### config.mk
export PLATFORM = sky130hd
export DESIGN_NAME = spi_master_param
export DESIGN_NICKNAME = d
export VERILOG_FILES = /design/src/rtl/spi_master_param.sv
export SDC_FILE = /design/constraint.sdc
export NUM_CORES = 1
export LEC_CHECK = 0
export ABC_AREA = 1
export BUFFER_PORTS_ARGS = -buffer_cell sky130_fd_sc_hd__buf_2
export CAP_MARGIN = 30
export CORE_MARGIN = 4
export CORE_UTILIZATION = 30
export DETAILED_ROUTE_END_ITERATION = 10
export MAX_ROUTING_LAYER = met4
export REMOVE_ABC_BUFFERS = 1
export SLEW_MARGIN = 10
export SYNTH_ARGS = -nofsm -noshare
export SYNTH_HDL_FRONTEND = slang
export SYNTH_SLANG_ARGS = --single-unit
### constraint.sdc
create_clock -name clk -period 2.95 [get_ports clk]
set_input_delay 0 -clock clk [delete_from_list [all_inputs] [get_ports clk]]
set_output_delay 0 -clock clk [all_outputs]
set_load 0.005 [all_outputs]
### src/rtl/spi_master_param.sv
// spi_master_param: four-mode SPI master with MSB/LSB framing, runtime divider and one-hot selects.
// Optional SPI_MASTER_LOOPBACK_EN adds a `loopback` input that feeds mosi back into the receiver.
`default_nettype none

module spi_master_param #(
  parameter int DATA_W = 16,
  parameter int DIV_W  = 8,
  parameter int NUM_SS = 4,
  parameter int SS_W   = (NUM_SS > 1) ? $clog2(NUM_SS) : 1
) (
  input  logic              clk,
  input  logic              rst,
  input  logic              start,
  input  logic [1:0]        mode,
  input  logic              lsb_first,
  input  logic [DIV_W-1:0]  div,
  input  logic [SS_W-1:0]   ss_sel,
  input  logic [DATA_W-1:0] data_in,
  input  logic              miso,
`ifdef SPI_MASTER_LOOPBACK_EN
  input  logic              loopback,
`endif
  output logic              sclk,
  output logic              mosi,
  output logic [NUM_SS-1:0] ss_n,
  output logic [DATA_W-1:0] data_out,
  output logic              busy,
  output logic              done
);

  localparam int                EDGE_W    = $clog2(2 * DATA_W + 1);
  localparam logic [EDGE_W-1:0] LAST_EDGE = EDGE_W'(2 * DATA_W);

  typedef enum logic [1:0] {
    S_IDLE  = 2'd0,
    S_LEAD  = 2'd1,
    S_XFER  = 2'd2,
    S_TRAIL = 2'd3
  } state_t;

  state_t              state_q;
  logic [DIV_W-1:0]    cnt_q;
  logic [DIV_W-1:0]    div_q;
  logic [EDGE_W-1:0]   edge_q;
  logic                cpol_q;
  logic                cpha_q;
  logic                lsb_q;
  logic [DATA_W-1:0]   tx_q;
  logic [DATA_W-1:0]   rx_q;
  logic                sclk_q;
  logic                mosi_q;
  logic                busy_q;
  logic                done_q;
  logic [NUM_SS-1:0]   ss_n_q;
  logic [DATA_W-1:0]   data_out_q;

  logic                half_end;
  logic [DIV_W-1:0]    cnt_d;
  logic [EDGE_W-1:0]   edge_d;
  logic                lead_edge;
  logic                shift_ev;
  logic                sample_ev;
  logic                rx_bit;
  logic [DATA_W-1:0]   tx_d;
  logic [DATA_W-1:0]   rx_d;
  logic [DATA_W-1:0]   tx_accept_d;
  logic                tx_first_bit;
  logic [NUM_SS-1:0]   ss_dec;

`ifdef SPI_MASTER_LOOPBACK_EN
  assign rx_bit = loopback ? mosi_q : miso;
`else
  assign rx_bit = miso;
`endif

  assign half_end  = (cnt_q == div_q);
  assign cnt_d     = half_end ? '0 : cnt_q + DIV_W'(1);
  assign edge_d    = edge_q + EDGE_W'(1);
  assign lead_edge = edge_d[0];

  // CPHA=0 skips the final trailing edge so the last bit stays on mosi until TRAIL.
  assign shift_ev  = half_end && (cpha_q ? lead_edge : (!lead_edge && (edge_d != LAST_EDGE)));
  assign sample_ev = half_end && (cpha_q ? !lead_edge : lead_edge);

  assign tx_d         = lsb_q ? (tx_q >> 1) : (tx_q << 1);
  assign tx_first_bit = lsb_q ? tx_q[0] : tx_q[DATA_W-1];
  assign rx_d         = lsb_q ? {rx_bit, rx_q[DATA_W-1:1]} : {rx_q[DATA_W-2:0], rx_bit};
  assign tx_accept_d  = lsb_first ? (data_in >> 1) : (data_in << 1);

  always_comb begin
    ss_dec = '0;
    for (int i = 0; i < NUM_SS; i++) begin
      ss_dec[i] = (ss_sel == SS_W'(i));
    end
  end

  always_ff @(posedge clk or posedge rst) begin
    if (rst) begin
      state_q    <= S_IDLE;
      cnt_q      <= '0;
      div_q      <= '0;
      edge_q     <= '0;
      cpol_q     <= 1'b0;
      cpha_q     <= 1'b0;
      lsb_q      <= 1'b0;
      tx_q       <= '0;
      rx_q       <= '0;
      sclk_q     <= 1'b0;
      mosi_q     <= 1'b0;
      busy_q     <= 1'b0;
      done_q     <= 1'b0;
      ss_n_q     <= '1;
      data_out_q <= '0;
    end else begin
      done_q <= 1'b0;
      case (state_q)
        S_IDLE: begin
          sclk_q <= mode[1];
          if (start) begin
            state_q <= S_LEAD;
            cnt_q   <= '0;
            div_q   <= div;
            edge_q  <= '0;
            cpol_q  <= mode[1];
            cpha_q  <= mode[0];
            lsb_q   <= lsb_first;
            rx_q    <= '0;
            busy_q  <= 1'b1;
            ss_n_q  <= ~ss_dec;
            // CPHA=0 presents the first bit immediately; CPHA=1 waits for edge 1.
            if (mode[0]) begin
              tx_q   <= data_in;
              mosi_q <= 1'b0;
            end else begin
              tx_q   <= tx_accept_d;
              mosi_q <= lsb_first ? data_in[0] : data_in[DATA_W-1];
            end
          end
        end
        S_LEAD: begin
          cnt_q <= cnt_d;
          if (half_end) begin
            state_q <= S_XFER;
          end
        end
        S_XFER: begin
          cnt_q <= cnt_d;
          if (half_end) begin
            sclk_q <= ~sclk_q;
            edge_q <= edge_d;
            if (edge_d == LAST_EDGE) begin
              state_q <= S_TRAIL;
            end
          end
          if (shift_ev) begin
            mosi_q <= tx_first_bit;
            tx_q   <= tx_d;
          end
          if (sample_ev) begin
            rx_q <= rx_d;
          end
        end
        S_TRAIL: begin
          cnt_q  <= cnt_d;
          sclk_q <= cpol_q;
          if (half_end) begin
            state_q    <= S_IDLE;
            ss_n_q     <= '1;
            busy_q     <= 1'b0;
            done_q     <= 1'b1;
            data_out_q <= rx_q;
            mosi_q     <= 1'b0;
          end
        end
        default: begin
          state_q <= S_IDLE;
        end
      endcase
    end
  end

  assign sclk     = sclk_q;
  assign mosi     = mosi_q;
  assign ss_n     = ss_n_q;
  assign data_out = data_out_q;
  assign busy     = busy_q;
  assign done     = done_q;

endmodule

`default_nettype wire

* After elaboration in Yosys (flattened, before gate mapping)
Index checks and enable logic that the tools add are counted.
** Operators by class
- Add/sub/neg operators :: 2
- Eq/ne operators :: 16
- Mux-type cells :: 40
- Bitwise logic cells :: 2
- Reductions and logical operators :: 19
** Operators by type and width (number)
- $mux W16 :: 8
- $pmux W16 S2 :: 2
- $mux W8 :: 2
- $pmux W8 S2 :: 1
- $ne A2 B2 Y1 const B :: 7
- $mux W1 :: 12
- $mux W6 :: 2
- $pmux W6 S2 :: 1
- $reduce_and A3 Y1 :: 4
- $mux W2 :: 5
- $add A8 B1 Y8 const B :: 1
- $eq A2 B2 Y1 const B :: 4
- $eq A8 B8 Y1 :: 1
- $mux W4 :: 2
- $pmux W2 S4 :: 1
- $pmux W4 S2 :: 1
- $add A6 B1 Y6 const B :: 1
- $eq A6 B6 Y1 const B :: 1
- $ne A6 B6 Y1 const B :: 1
- $pmux W1 S3 :: 2
- $reduce_and A2 Y1 :: 3
- $reduce_and A5 Y1 :: 1
- $eq A2 B1 Y1 const B :: 2
- $logic_not A2 Y1 :: 2
- other kinds (9) :: 12
** Word-level totals
- Register bits after elaboration :: 83
- Input bits :: 33
- Logic and storage cells :: 94

* Longest topological paths before layout
- Word-level depth :: 7
- Gate-level depth with buffers :: 13
- Depth with buffers taken out :: 12

* Worst setup path after synthesis
Ideal clock, no wire load.
- Path kind :: reg-to-reg
- Start point :: register state_q[0]
- End point :: register rx_q[10]
- Arrival time :: 1.598 ns
- Required time :: 2.822 ns
- Path slack :: 1.224 ns
- Cell stages (with the launch flop) :: 9
- Buffers on the path :: 2
- Clock period less this slack :: 1.726 ns
- Cell sequence :: dfrtp_1 > inv_1 > ha_1 > buf_4 > nand2_1 > clkinv_1 > buf_2 > a22oi_1 > o21ai_0
** On the way
- Longest elaborated chain between the ends :: 3
** Ends and longest elaborated chain
- from (decl) :: line 41 : state_t state_q;
- from (signal assigned) :: line 99 : state_q <= S_IDLE;
- from (signal assigned) :: line 120 : state_q <= S_LEAD;
- from (signal assigned) :: line 143 : state_q <= S_XFER;
- $eq A2 B2 Y1 / $logic_not A2 Y1 (equally long branches) :: line 116 : case (state_q)
- $ne A2 B2 Y1 (no source line) / $reduce_bool A2 Y1 (equally long branches)
- $reduce_and A3 Y1 (no source line)
- to (signal assigned) :: line 160 : rx_q <= rx_d;
- to (decl) :: line 49 : logic [DATA_W-1:0] rx_q;
Parallel ways exist; a longest one is shown, timed or not.
A chain may end at the register's enable or synchronous reset.

* Worst setup path in the final report
- Start point :: register state_q[0]
- End point :: register rx_q[7]
Same word-level chain as after synthesis.

==> metrics.md <==
| Metric | Value |
|---|---|
| Number of global-route vias before repair | approximately 3800 |
| Worst-path clk slew | approximately 0.06 ns |
| Status | completed |
| Slowest cell delay on critical path | about 0.60 ns |
| Starting Density | between 30% and 40% |
| Crit. path cell count | 7 |
| FFs w/ async S/R, synth | 100% |
| Hold WC Path Type | in -> reg |
| CTS tree | done |
| Layout Skew | about 0.011 ns |
| DRT Pass-1 Iters | 5 |
| Synth cell types | 39 |
| Final Hold Fails | 0 |
| Post-synth top area share | 43.6% |
| Vias per std cell | approximately 4.8 |
| Most frequent cells in the layout | nand2_1, dfrtp_1, buf_2 |
| Synth Area per Inst | slightly above 8 um2 |
| Post-Synth Adder-Cell Area | roughly 1.9% |
| CP arrival | between 2 and 3 ns |
| Synth Area in Compound Gates | roughly 16% |
| Final Cycle Share | 81.0% |
| P&R area growth vs syn | 18.6% |
| Post-synthesis simple-gate area fraction | around a quarter |
| Register bit total from synthesis | 83 |
| Final worst slack | roughly 0.56 ns |
| Clk sinks | between 80 and 90 |
| Max Fclk | approximately 0.42 GHz |
| Share of layout cells above drive strength 1 | 18.6% |
| Critical path capture point type | flip-flop |
| Cell with the largest stage delay on the worst path | o21ai_4 |
| Post-Synth XOR/XNOR Area | 1.35% |
| DP HPWL | around 7.5 mm |
| Root Buffer | clkbuf_16 |
| Die area | roughly 17000 um2 |
| Final Util | 36.7% |
| Synth area leaders | dfrtp_1, nand2_1, o21ai_0, inv_1, nand3_1 |
| Critical path class | reg -> reg |
| Core ar. | approximately 15000 um2 |
| Detailed Route Iter0 Violations | 224 |
| CTS Buffer Depth | 2 |
| TritonCTS buffer count | 9 |
| DP Area | between 4000 and 5000 um2 |
| Commonest non-fill, non-tap cell in the layout | nand2_1 |
| Mapped Cells | 563 |
| Worst-Margin Slew | between 0.7 and 0.8 ns |
| Pwr dens | about 830 nW/um2 |
| Worst path cell trace | inv_1 -> ha_1 -> inv_2 -> o21ai_4 -> o211ai_4 -> nand2_1 -> o21ai_0 |
| Static Leak | approximately 2.6 nW |
| CP max FO | 32 |
| Die height | about 130 um |
| Top delay family on crit path | compound AO/OA/AOI/OAI gates |
| Mux cell area share after synthesis | 0.994% |
| Sequential share of the synthesized area | 45.9% |
| Final worst path period need | between 2 and 2.5 ns |
| Io pins | 57 |
| VDD IR max | 0.401 mV |
| Max-cap violations | 0 |
| Hold WS | between 0.03 and 0.04 ns |
| DRT Wirelength | 10.4 mm |
| Ys Warns | 0 |
| Setup bufs post-CTS | 0 |
| Setup TNS | 0 ns |
| Worst setup SP type | flip-flop |
| Overall routing resource usage | about an eighth |
| Fin. max-slew vios | 0 |
| Routed Antenna Nets | 0 |
| Layout fillers | approximately 1500 |
| Slew headroom | between 50% and 60% |
| Final instance area | between 5000 and 6000 um2 |
| Most common flop cell mapped by yosys | dfrtp_1 |
| CP Capture Point | rx_q[7] |
| Place WS | 0.616 ns |
| Synthesized cell area | 4530 um2 |
| Reg2reg path depth | 7 |
| # port buffers | 56 |
| Die width | between 100 and 150 um |
| Total gr overflow | 0 |
| Antenna violations before repair | 0 |
| Post-synth EDFFs | 0 |
| Req. time, crit path | 3.14 ns |
| Hold Startpoint | start |
| Largest net degree at the start of global routing | 54 |
| Routed wire length per instance | around 13 um |
| Number of cell rows | 44 |
| First-pass GRT wire length | approximately 17 mm |
| RSZ-0062 raised after global routing | no |
| Antenna cell count | 0 |
| R2r endpoint | rx_q[7] |
| Routability Congestion | between 0.8 and 0.9 |
| H-tree depth | 3 |
| Final setup fails | 0 |
| Worst r2r src | state_q[0] |
| Via total after detailed routing | 3888 |
| Largest family of logic cells by synthesized area | simple AND/OR/NAND/NOR gates |
| Synth area leader | dfrtp_1 |
| CP bufs+invs | 2 |
| Fin nets | approximately 670 |
| R2r setup slk | 0.56 ns |
| Worst-Skew Late Latency | 0.34 ns |
| Critical path launch point | state_q[0] |
| Number of remaining DRC errors | 0 |
[layer usage]
metal  track usage, %  vias to the layer above  routed length (um)
li1                 -                     1984                   -
met1             16.1                     1793                4920
met2             21.1                       98                4760
met3             2.72                       13                 526
met4             4.60                        0                 145
met5                -                        -                   0
[registers in the layout (all words and copies together), names as in the netlist]
register / count
mosi: 1
div_q: 8
busy: 1
data_out: 16
cpha_q: 1
cnt_q: 8
sclk: 1
done: 1
lsb_q: 1
ss_n: 4
rx_q: 16
cpol_q: 1
tx_q: 16
edge_q: 6
state_q: 2
[power breakdown]
group	internal (W)	switching (W)
logic	0.000605	0.00117
registers	0.00145	0.000214
clock network	0.000579	0.000460
total	0.00264	0.00184
[worst min-delay path, stage by stage]
cell and delay, ns:
buf_2 0.11, nor2_1 0.08, nand2_1 0.06, o21ai_0 0.07
[worst min path at each step]
stage | endpoint | slack (ns) | cells past startpoint
after floorplan | cpol_q | 0.15 | 1
after CTS | cnt_q[0] | 0.03 | 4
after global routing | cnt_q[0] | 0.08 | 4
after global placement | busy | 0.22 | 2
after detailed placement | busy | 0.23 | 2
final | cnt_q[0] | 0.03 | 4
[logic make-up (layout without fill, tap and decap cells)]
kind of cell	count (synthesis)	after routing
buffers and inverters	84	151
multiplexers	4	4
AO/OA/AOI/OAI	123	123
flip-flops	83	83
AND/OR/NAND/NOR	255	255
adder cells (fa/ha/maj)	7	7
XOR/XNOR	7	7
[cell type report]
class	count	area, um2	share of cell area (%)
inverter	60	226	4.21
timing repair buffer	75	470	8.75
sequential	83	2080	38.7
multi-input combinational	396	2090	38.8
clock inverter	6	48.8	0.908
clock buffer	10	229	4.26
tap	184	230	4.28
[metrics by stage]
step	instances	total power (W)
floorplan	539	0.00295
global placement	783	0.00338
detailed placement	783	0.00345
CTS	813	0.00453
global route	814	0.00486
finish	814	0.00448
[synthesized netlist by cell type, types with 5 or more instances]
cell type / number
o21ai_0: 54
a22oi_1: 17
ha_1: 7
o221ai_1: 14
clkbuf_1: 8
nand3_1: 29
inv_1: 54
inv_2: 5
buf_2: 9
dfrtp_1: 79
nand2_1: 173
nor2_1: 18
o21ai_1: 5
nand2_2: 12
a21oi_1: 27
[timing repair]
| item | 4_1_cts | 5_1_grt |
|---|---|---|
| endpoints found under the hold margin | 63 | 0 |
| gates resized for setup | 0 | 0 |
| hold buffers | 14 | 0 |
| endpoints found under the setup margin | 0 | 0 |
(Power assumes the default switching activity.)
